File: src/rtl/imem_loader.sv
// Byte-stream program loader: packs big-endian words from a valid/ready byte stream
// into instruction memory and holds the CPU until the whole image has been written.
module imem_loader #(
    parameter logic [31:0] BASE_ADDR      = 32'h0000_0000,
    parameter int          MAX_WORDS      = 256,
    parameter int          TIMEOUT_CYCLES = 1000
) (
    input  logic        clk,
    input  logic        rst,
    input  logic        start,
    input  logic        byte_valid,
    input  logic [7:0]  byte_data,
    output logic        byte_ready,
    output logic        mem_we,
    output logic [31:0] mem_addr,
    output logic [31:0] mem_wdata,
    output logic        cpu_hold,
    output logic        done,
    output logic        error,
    output logic [15:0] words_left
);

    typedef enum logic [2:0] {
        S_IDLE,
        S_LEN_HI,
        S_LEN_LO,
        S_DATA,
        S_WRITE,
        S_DONE,
        S_ERROR
    } state_t;

    localparam int          TW        = $clog2(TIMEOUT_CYCLES + 1);
    localparam logic [16:0] MAX_LEN   = 17'(MAX_WORDS);
    localparam logic [TW-1:0] TIMER_LAST = TW'(TIMEOUT_CYCLES - 1);

    state_t        state;
    state_t        state_next;
    logic [7:0]    len_hi;
    logic [1:0]    byte_idx;
    logic [TW-1:0] timer;
    logic          accept;
    logic [15:0]   len_word;
    logic          len_too_big;
    logic          timer_expired;

    assign accept        = byte_valid && byte_ready;
    assign len_word      = {len_hi, byte_data};
    assign len_too_big   = {1'b0, len_word} > MAX_LEN;
    // An idle cycle with the timer at TIMEOUT_CYCLES-1 is the TIMEOUT_CYCLES-th idle cycle.
    assign timer_expired = !accept && (timer == TIMER_LAST);

    always_ff @(posedge clk) begin
        if (rst) state <= S_IDLE;
        else     state <= state_next;
    end

    always_comb begin
        state_next = state;
        unique case (state)
            S_IDLE, S_DONE, S_ERROR: if (start) state_next = S_LEN_HI;
            S_LEN_HI: if (accept) state_next = S_LEN_LO;
            S_LEN_LO: begin
                if (accept) begin
                    if (len_word == 16'd0) state_next = S_DONE;
                    else if (len_too_big)  state_next = S_ERROR;
                    else                   state_next = S_DATA;
                end else if (timer_expired) begin
                    state_next = S_ERROR;
                end
            end
            S_DATA: begin
                if (accept && byte_idx == 2'd3) state_next = S_WRITE;
                else if (timer_expired)         state_next = S_ERROR;
            end
            S_WRITE: state_next = (words_left == 16'd1) ? S_DONE : S_DATA;
            default: state_next = S_IDLE;
        endcase
    end

    // NOTE: non-blocking (<=) in clocked blocks so every register samples pre-edge values.
    always_ff @(posedge clk) begin
        if (rst) begin
            mem_addr   <= BASE_ADDR;
            mem_wdata  <= 32'd0;
            words_left <= 16'd0;
            len_hi     <= 8'd0;
            byte_idx   <= 2'd0;
            timer      <= '0;
        end else begin
            // Counts only while waiting in LEN_LO/DATA; cleared by accepts and state changes.
            if ((state == S_LEN_LO || state == S_DATA) && !accept && state_next == state)
                timer <= timer + TW'(1);
            else
                timer <= '0;

            unique case (state)
                S_IDLE, S_DONE, S_ERROR: begin
                    if (start) begin
                        mem_addr <= BASE_ADDR;
                        byte_idx <= 2'd0;
                    end
                end
                S_LEN_HI: if (accept) len_hi <= byte_data;
                S_LEN_LO: if (accept && !len_too_big) words_left <= len_word;
                S_DATA: begin
                    if (accept) begin
                        mem_wdata <= {mem_wdata[23:0], byte_data};
                        byte_idx  <= byte_idx + 2'd1;
                    end
                end
                S_WRITE: begin
                    mem_addr   <= mem_addr + 32'd4;
                    words_left <= words_left - 16'd1;
                end
                default: ;
            endcase
        end
    end

    // NOTE: defaults first so every path assigns every output; nothing becomes a latch.
    always_comb begin
        byte_ready = 1'b0;
        mem_we     = 1'b0;
        cpu_hold   = 1'b1;
        done       = 1'b0;
        error      = 1'b0;
        unique case (state)
            S_LEN_HI, S_LEN_LO, S_DATA: byte_ready = 1'b1;
            S_WRITE:                    mem_we     = 1'b1;
            S_DONE: begin
                cpu_hold = 1'b0;
                done     = 1'b1;
            end
            S_ERROR:                    error      = 1'b1;
            default: ;
        endcase
    end

endmodule

File: config.mk
export PLATFORM = sky130hd
export DESIGN_NAME = imem_loader
export DESIGN_NICKNAME = d
export VERILOG_FILES = /design/src/rtl/imem_loader.sv
export SDC_FILE = /design/constraint.sdc
export NUM_CORES = 1
export LEC_CHECK = 0
export CAP_MARGIN = 20
export CORE_ASPECT_RATIO = 0.5
export CORE_UTILIZATION = 45
export CTS_CLUSTER_DIAMETER = 100
export DETAILED_ROUTE_END_ITERATION = 6
export GPL_ROUTABILITY_DRIVEN = 0
export GPL_TIMING_DRIVEN = 0
export PLACE_DENSITY = 0.77
export SLEW_MARGIN = 15
export SYNTH_ARGS = -nofsm -noshare
export SYNTH_HDL_FRONTEND = slang
export SYNTH_SLANG_ARGS = --single-unit
File: constraint.sdc
create_clock -name clk -period 3.8 [get_ports clk]
set_input_delay 0.76 -clock clk [delete_from_list [all_inputs] [get_ports clk]]
set_output_delay 0.76 -clock clk [all_outputs]
set_load 0.02 [all_outputs]
==> reports/qor.csv, run 1 <==
stage;metric;value;unit
global_route;grt_max_degree;19;
placed_design;place_inst;798;
cts;cts.sinks;101;
min_path;hold_depth;2;
sta;finalHoldViolCount;0;
cts;clock_path_buffers;2;
cts;post_cts.repair.setup_buffers;0;
pwr;power.density;368.7;nW/um^2
setup_path;path_class;flop to primary output;
cells_and_area;area_delta_synth_final;30.76;%
job;max_cap_violations;0;
placed_design;hpwl;8926;um
die;chipWidth;145.4;um
cells_and_area;final_cells;814;
setup_path;r2r_setup_slack;1.60;ns
die;coreArea;9728;sq um
routing;vias;4649;
cts;clock-root-buffer;clkbuf_16;
die;die_area;10720;sq um
setup_path;rr_startpoint;mem_addr[3]$_SDFFE_PP0P_;
routing;wl;12350;um
setup_path;critPathArrivalTime;2.61;ns
die;rows;25;
global_route;grt.total_usage;23.51;%
setup_path;path_cells;or3b_1, buf_2, inv_2, buf_2, buf_2, clkdlybuf4s50_1;
pwr;peakVddDrop;235.9;uV
setup_path;crit_buf_inv;5;
routing;viasPerCell;5.711;
setup_path;cp_common_cell;buf_2;
sta;tns;0;ns
cts;insertion_delay;0.34;ns
sta;finalWorstSetupSlack;0.4255;ns
logic_synthesis;yosysWarnings;0;
sta;timing.slew.headroom;52.21;%
logic_synthesis;syn_avg_cell_area;8.150;sq um
sta;fmax;296.3;MHz
setup_path;critPathSlowestCell;clkdlybuf4s50_1;
sta;period_minus_slack;3.375;ns
setup_path;end_kind;primary output;
logic_synthesis;netlist_instances;568;
sta;rsz0062_at_grt;no;
die;start_util;47.59;%
setup_path;worstRegToRegCells;6;
sta;worst_pin_slew;0.7168;ns
global_route;antenna_found_initial;0;
sta;period_share;88.80;%
sta;skew;0.007000;ns
min_path;hold_start;mem_wdata[29]$_SDFFE_PP0P_;
setup_path;crit_family;buffers and inverters;
run_status;outcome;finished clean;
cells_and_area;final_nets;691;
cts;h-tree-depth;3;
pwr;total_power;2232;uW
placed_design;portBuffers;94;
die;die_h;73.72;um
logic_synthesis;ys_seq_elements;101;
cts;postCtsHoldBufs;0;
global_route;grt_pass1_vias;4105;
die;io_pins;97;
cts;cts_made_buffers;9;
routing;wl_per_cell;15.17;um
cts;cts_tree;built;
logic_synthesis;synth_edf_count;0;
setup_path;reg2reg_to;mem_addr[24]$_SDFFE_PP0P_;
routing;drt_iter0_markers;373;
routing;drc;0;
cells_and_area;final_common_cell;dfxtp_1;
logic_synthesis;ys_types;60;
setup_path;slowest_delay;0.65;ns
setup_path;cp-start-kind;flop;
logic_synthesis;yosysSeqAreaShare;43.68;%
cells_and_area;diodes;0;
min_path;min-delay-path-class;flop to flop;
cells_and_area;drive_gt1_share;6.333;%
min_path;hold_end;mem_wdata[29]$_SDFFE_PP0P_;
placed_design;pre_cts_ws;0.7389;ns
sta;drv_slew;0;
routing;drtPass1Iterations;5;
global_route;grt_pass1_wl;20260;um
cts;clk_pin_slew_worst_paths;0.07;ns
logic_synthesis;syn_area;4629;sq um
cells_and_area;layout_common_cells;dfxtp_1 (101), nand2_1 (95), clkdlybuf4s50_1 (94);
routing;postRouteAntennaNets;0;
sta;setup_viol;0;
pwr;p_leak;0.002001;uW
global_route;grt-ovfl-total;0;
setup_path;critPathRequiredTime;3.04;ns
cts;ctsResizeCount;0;
logic_synthesis;synthArstFlopShare;0;%
setup_path;cp_max_fo;10;
logic_synthesis;synth_ff_type;dfxtp_1;
[tightest hold or removal path, cell delays in order (launching register included)]
cell and delay (ns):
dfxtp_1 0.31, nand2_1 0.05, a21oi_1 0.05
[registers in the layout, indices dropped and copies added (netlist names)]
name        flops
byte_idx        2
words_left     16
state           3
mem_addr       30
len_hi          8
timer          10
mem_wdata      32
[worst max path at each step]
stage / to / start / slack [ns] / cells after the start
floorplan: words_left[11]$_SDFFE_PP0P_ / byte_data[4] / 1.65 / 6
global placement: mem_we / state[2]$_SDFF_PP0_ / 0.80 / 6
detailed placement: mem_addr[13]$_SDFFE_PP0P_ / rst / 0.74 / 5
CTS: mem_we / state[2]$_SDFF_PP0_ / 0.44 / 6
global route: mem_we / state[2]$_SDFF_PP0_ / 0.32 / 6
finish: mem_we / state[2]$_SDFF_PP0_ / 0.43 / 6
[cells in the mapped netlist, types with 4 or more instances]
cell | n | area [sq um]
dfxtp_1 | 101 | 2022
nand2_1 | 95 | 356.6
a21oi_1 | 66 | 330.3
nor2_1 | 43 | 161.4
nand3_1 | 33 | 165.2
clkbuf_1 | 22 | 82.58
nand4_1 | 14 | 87.58
o211ai_1 | 13 | 97.59
o21ai_0 | 13 | 65.06
inv_1 | 12 | 45.04
or3_1 | 11 | 68.82
mux2i_1 | 10 | 100.1
nor3_1 | 10 | 50.05
a31oi_1 | 8 | 50.05
buf_2 | 7 | 35.03
or2_2 | 7 | 43.79
xor2_1 | 7 | 61.31
o31ai_1 | 6 | 45.04
xnor2_1 | 6 | 52.55
and3_1 | 5 | 31.28
ha_1 | 5 | 62.56
nand3b_1 | 5 | 37.54
or4_1 | 5 | 37.54
a41oi_1 | 4 | 35.03
and2_1 | 4 | 25.02
nor4_1 | 4 | 25.02
[per-layer routing]
layer | up-vias | routed length [um] | GRT usage [%]
li1 | 2269 | - | -
met1 | 2186 | 5967 | 32.37
met2 | 184 | 5479 | 38.25
met3 | 10 | 815 | 4.783
met4 | 0 | 85 | 5.380
met5 | - | 0 | 0
[through the flow]
step / instance area, sq um / util (%) / hold slack [ns]
after CTS: 6053 / 62.23 / 0.4588
after global routing: 6053 / 62.23 / 0.4805
after detailed placement: 5743 / 59.04 / 0.4486
final: 6053 / 62.23 / 0.4552
after global placement: 5743 / 59.04 / 0.4425
after floorplan: 4633 / - / 0.4413
[power breakdown]
part	switching, uW	internal [uW]	leakage [uW]	total, uW
clock network	429	521	0.000149	950
logic	126	71.3	0.00104	198
registers	13.6	1070	0.000814	1080
[logic make-up (layout without fill, tap and decap cells)]
group                    after synthesis  in the layout  synth area share [%]
flip-flops                           101            101                 43.68
AND/OR/NAND/NOR                      257            257                 27.87
adder cells (fa/ha/maj)                5              5                 1.351
other                                  1              2               0.08100
multiplexers                          10             10                 2.162
buffers and inverters                 44            154                 3.919
XOR/XNOR                              13             13                 2.459
AO/OA/AOI/OAI                        137            137                 18.49
[final cells by class]
type / count / area, sq um
fill: 847 / 3675
multi-input combinational: 424 / 2430
sequential: 101 / 2022
timing repair buffer: 94 / 940.9
clock buffer: 9 / 225.2
tap: 135 / 168.9
buffer: 31 / 132.6
clock inverter: 7 / 85.08
inverter: 13 / 48.80
(Power assumes the default switching activity.)
==> inputs of run 2 (changes only) <==
CTS_CLUSTER_DIAMETER = 80   (was 100)
DONT_BUFFER_PORTS = 1   (was not set)
PLACE_DENSITY = 0.65   (was 0.77)
==> run 2 against run 1 <==
- die area is the same
- utilization shrank 9.8 points
- cell count shrank 12%
==> reports/qor.csv, run 2 (same netlist as run 1, synthesis figures left out) <==
stage;metric;value;unit
setup_path;end_kind;primary output;
cts;cts.sinks;101;
cells_and_area;drive_gt1_share;7.350;%
die;io_pins;97;
sta;worst_pin_slew;0.6912;ns
routing;wl;12210;um
cells_and_area;final_nets;597;
sta;period_share;73.67;%
cts;clock_path_buffers;2;
sta;finalHoldViolCount;0;
pwr;peakVddDrop;251.0;uV
sta;fmax;357.2;MHz
routing;postRouteAntennaNets;0;
min_path;min-delay-path-class;flop to flop;
cts;post_cts.repair.setup_buffers;0;
sta;drv_slew;0;
cells_and_area;fillerInstances;939;
placed_design;hpwl;8747;um
die;start_util;47.59;%
setup_path;path_class;flop to primary output;
cells_and_area;area_delta_synth_final;10.19;%
routing;drtPass1Iterations;7;
die;die_h;73.72;um
cts;postCtsHoldBufs;0;
cells_and_area;largest_reg_flops;32;
sta;period_minus_slack;2.799;ns
routing;vias;4214;
cts;cts_made_buffers;9;
cells_and_area;top_regs;mem_wdata x32, mem_addr x30, words_left x16;
global_route;grt_pass1_wl;19760;um
routing;drc;0;
cts;ctsResizeCount;0;
global_route;grt_pass1_vias;3885;
routing;viasPerCell;5.853;
global_route;grt-ovfl-total;0;
sta;tns;0;ns
die;die_area;10720;sq um
sta;skew;0.009367;ns
cells_and_area;regArea;2022;sq um
routing;wl_per_cell;16.96;um
cts;h-tree-depth;3;
sta;timing.slew.headroom;53.87;%
pwr;p_leak;0.001676;uW
setup_path;critPathArrivalTime;2.04;ns
cells_and_area;layout_common_cells;dfxtp_1 (101), nand2_1 (95), a21oi_1 (66);
cells_and_area;regMostFlops;mem_wdata;
die;chipWidth;145.4;um
pwr;power.density;428.0;nW/um^2
cts;clock-root-buffer;clkbuf_16;
cells_and_area;multi_input_area;2430;sq um
job;max_cap_violations;0;
routing;drt_iter0_markers;271;
global_route;antenna_found_initial;0;
cts;clk_pin_slew_worst_paths;0.07;ns
cts;cts_tree;built;
setup_path;cp-start-kind;flop;
setup_path;critPathRequiredTime;3.04;ns
cells_and_area;diodes;0;
cts;insertion_delay;0.35;ns
die;coreArea;9728;sq um
placed_design;portBuffers;0;
sta;rsz0062_at_grt;no;
global_route;grt.total_usage;23.25;%
setup_path;cp_max_fo;10;
sta;setup_viol;0;
cells_and_area;final_common_cell;dfxtp_1;
sta;whs;0.4810;ns
run_status;outcome;finished clean;
die;rows;25;
global_route;grt_max_degree;21;
-- run 2: cell count changes in the layout (fill, tap and decap cells not counted), sizes merged --
cell,change
bufinv,-1
clkdlybuf4s50,-94
clkinv,-2
clkinvlp,-1
inv,+4
-- run 2: final timing paths --
kind	from	endpoint	slack (ns)	cells past startpoint
max reg2reg	mem_addr[2]$_SDFFE_PP0P_	mem_addr[26]$_SDFFE_PP0P_	1.49	6
min reg2reg	timer[0]$_SDFF_PP0_	timer[0]$_SDFF_PP0_	0.48	1
max	state[2]$_SDFF_PP0_	mem_we	1.00	5
min	timer[0]$_SDFF_PP0_	timer[0]$_SDFF_PP0_	0.48	1
-- run 2: cell type report --
type	instances	share of cell area, %
Multi-Input combinational cell	424	47.63
Sequential cell	101	39.64
Clock buffer	9	4.415
Tap cell	135	3.311
Buffer	31	2.600
Clock inverter	7	1.447
Inverter	13	0.9566
-- run 2: power by group --
part	internal, uW	leakage (uW)	total [uW]	switching, uW
combinational	49.1	0.000712	157	108
clock	472	0.000150	935	463
sequential	1070	0.000814	1090	21.0
-- run 2: worst max-delay path, stage by stage (launching register included) --
cell and delay, ns:
dfxtp_1 0.39, or3b_1 0.36, buf_2 0.20, inv_2 0.13, buf_2 0.25, buf_2 0.36
-- run 2: metal layers --
layer | up-vias | wire, um | track usage, %
met5 | - | 0 | 0
met4 | 0 | 118 | 6.082
met3 | 13 | 936 | 7.826
met2 | 125 | 5267 | 37.77
met1 | 2005 | 5886 | 29.90
li1 | 2071 | - | -
-- run 2: through the flow --
step	utilization [%]	cells	cell area, sq um	total power, uW	setup slack [ns]
global route	52.44	720	5101	2262	0.9203
global placement	49.36	704	4802	1270	1.335
detailed placement	49.36	704	4802	1271	1.305
floorplan	-	569	4633	1229	1.650
CTS	52.44	720	5101	2197	0.9980
finish	52.44	720	5101	2183	1.001
==> inputs of run 3 (changes only) <==
clock period = 2.6 ns   (was 3.8 ns; I/O delays follow)
==> run 3 against run 2 <==
- critical path depth is the same
- largest power group unchanged
- final area barely moved
- first-iteration DRC count rose by 0.37%
- power rose by 46%
- setup slack worse by 0.91 ns
- critical path type unchanged
==> reports/qor.csv, run 3 (same netlist as run 1, synthesis figures left out) <==
stage;metric;value;unit
run_status;outcome;finished clean;
placed_design;hpwl;8747;um
sta;rsz0062_at_grt;no;
min_path;hold_end;mem_wdata[2]$_SDFFE_PP0P_;
die;chipWidth;145.4;um
cells_and_area;regMostFlops;mem_wdata;
cts;cts_tree;built;
cts;clock_path_buffers;2;
placed_design;place_area;4802;sq um
job;max_cap_violations;0;
die;rows;25;
cts;postCtsHoldBufs;0;
cells_and_area;final_cells;720;
pwr;pwr-share-comb;7.2;%
cells_and_area;area_delta_synth_final;10.24;%
placed_design;place_inst;704;
routing;drc;0;
cells_and_area;design_area;5104;sq um
setup_path;critPathRequiredTime;2.08;ns
routing;wl_per_cell;17.01;um
setup_path;end_kind;primary output;
global_route;grt_pass1_wl;19760;um
min_path;hold_depth;2;
global_route;grt_max_degree;21;
cts;clock-root-buffer;clkbuf_16;
sta;finalWorstSetupSlack;0.08579;ns
cts;h-tree-depth;3;
min_path;min-delay-path-class;primary input to flop;
die;die_area;10720;sq um
global_route;grt-ovfl-total;0;
sta;setup_viol;0;
sta;tns;0;ns
cts;cts_made_buffers;9;
global_route;grt.total_usage;23.25;%
setup_path;path_class;flop to primary output;
sta;finalHoldViolCount;0;
routing;viasPerCell;5.832;
cts;cts.sinks;101;
die;start_util;47.59;%
cells_and_area;layout_common_cells;dfxtp_1 (101), nand2_1 (95), a21oi_1 (66);
cts;insertion_delay;0.35;ns
cts;ctsResizeCount;0;
placed_design;portBuffers;0;
min_path;hold_start;byte_data[2];
sta;fmax;397.7;MHz
setup_path;critPathArrivalTime;1.99;ns
die;io_pins;97;
cells_and_area;fillerInstances;937;
sta;period_minus_slack;2.514;ns
setup_path;worstRegToRegCells;6;
cells_and_area;largest_reg_flops;32;
sta;timing.slew.headroom;53.87;%
global_route;antenna_found_initial;0;
cells_and_area;final_common_cell;dfxtp_1;
setup_path;reg2reg_to;mem_addr[24]$_SDFFE_PP0P_;
pwr;power.density;625.7;nW/um^2
pwr;clockPowerShare;42.9;%
global_route;grt_pass1_vias;3885;
sta;period_share;96.70;%
pwr;p_int;2326;uW
routing;postRouteAntennaNets;0;
cells_and_area;final_nets;597;
routing;wl;12250;um
pwr;peakVddDrop;367.7;uV
pwr;power.switching;867.8;uW
pwr;swShare;27.17;%
setup_path;r2r_setup_slack;0.25;ns
setup_path;cp-start-kind;flop;
pwr;sequentialPowerShare;49.9;%
routing;drtPass1Iterations;5;
placed_design;pre_cts_ws;0.3216;ns
pwr;p_leak;0.001675;uW
die;die_h;73.72;um
cells_and_area;drive_gt1_share;7.350;%
routing;vias;4199;
die;coreArea;9728;sq um
cells_and_area;top_regs;mem_wdata x32, mem_addr x30, words_left x16;
setup_path;cp_max_fo;10;
sta;worst_pin_slew;0.6913;ns
routing;drt_iter0_markers;272;
sta;skew;0.01052;ns
sta;drv_slew;0;
cts;clk_pin_slew_worst_paths;0.07;ns
cts;post_cts.repair.setup_buffers;0;
cells_and_area;diodes;0;
setup_path;rr_startpoint;mem_addr[3]$_SDFFE_PP0P_;
==> run 3: cell count changes in the layout (fill, tap and decap cells not counted), sizes merged <==
| cell | previous run | this run |
|---|---|---|
| buf | 9 | 8 |
| clkbuf | 31 | 32 |
==> run 3: worst max path at each step <==
| stage | startpoint | end | slack (ns) |
|---|---|---|---|
| finish | state[2]$_SDFF_PP0_ | mem_we | 0.09 |
| global route | state[2]$_SDFF_PP0_ | mem_we | 0.005 |
| CTS | state[2]$_SDFF_PP0_ | mem_we | 0.04 |
| detailed placement | mem_addr[2]$_SDFFE_PP0P_ | mem_addr[26]$_SDFFE_PP0P_ | 0.32 |
| global placement | mem_addr[2]$_SDFFE_PP0P_ | mem_addr[26]$_SDFFE_PP0P_ | 0.31 |
| floorplan | words_left[5]$_SDFFE_PP0P_ | words_left[11]$_SDFFE_PP0P_ | 0.68 |
==> run 3: layer usage <==
layer | vias to the layer above | part of all wire, % | track usage, % | wire [um]
met5 | - | 0 | 0 | 0
met4 | 0 | 1.1 | 6.082 | 140
met3 | 14 | 7.3 | 7.826 | 898
met2 | 120 | 43 | 37.77 | 5249
met1 | 1996 | 49 | 29.90 | 5957
li1 | 2069 | - | - | -
==> run 3: layout make-up <==
type | instances | area, sq um | share of cell area [%]
clock buffers | 9 | 225.2 | 4.413
well taps | 135 | 168.9 | 3.310
plain buffers | 31 | 135.1 | 2.648
multi-input cells | 424 | 2430 | 47.61
clock inverters | 7 | 73.82 | 1.446
inverters | 13 | 48.80 | 0.9561
flip-flops and latches | 101 | 2022 | 39.62
==> run 3: critical path, cell delays in order (launching register included) <==
cell	delay, ns
dfxtp_1	0.39
or3b_1	0.36
buf_2	0.20
inv_2	0.13
buf_2	0.25
clkbuf_4	0.31
==> run 3: power groups by stage <==
stage	sequential, uW	clock (uW)	combinational (uW)
3_5_place_dp	1630	0	226
4_1_cts	1590	1390	228
3_3_place_gp	1630	0	225
2_1_floorplan	1620	0	172
5_1_grt	1600	1450	255
6_report	1590	1370	229
==> run 3: stage by stage <==
step	power, uW	util (%)	hold slack, ns
3_5_place_dp	1857	49.36	0.4701
4_1_cts	3211	52.44	0.2964
3_3_place_gp	1855	49.36	0.4593
2_1_floorplan	1796	-	0.4413
6_report	3193	52.46	0.3006
5_1_grt	3306	52.46	0.3023
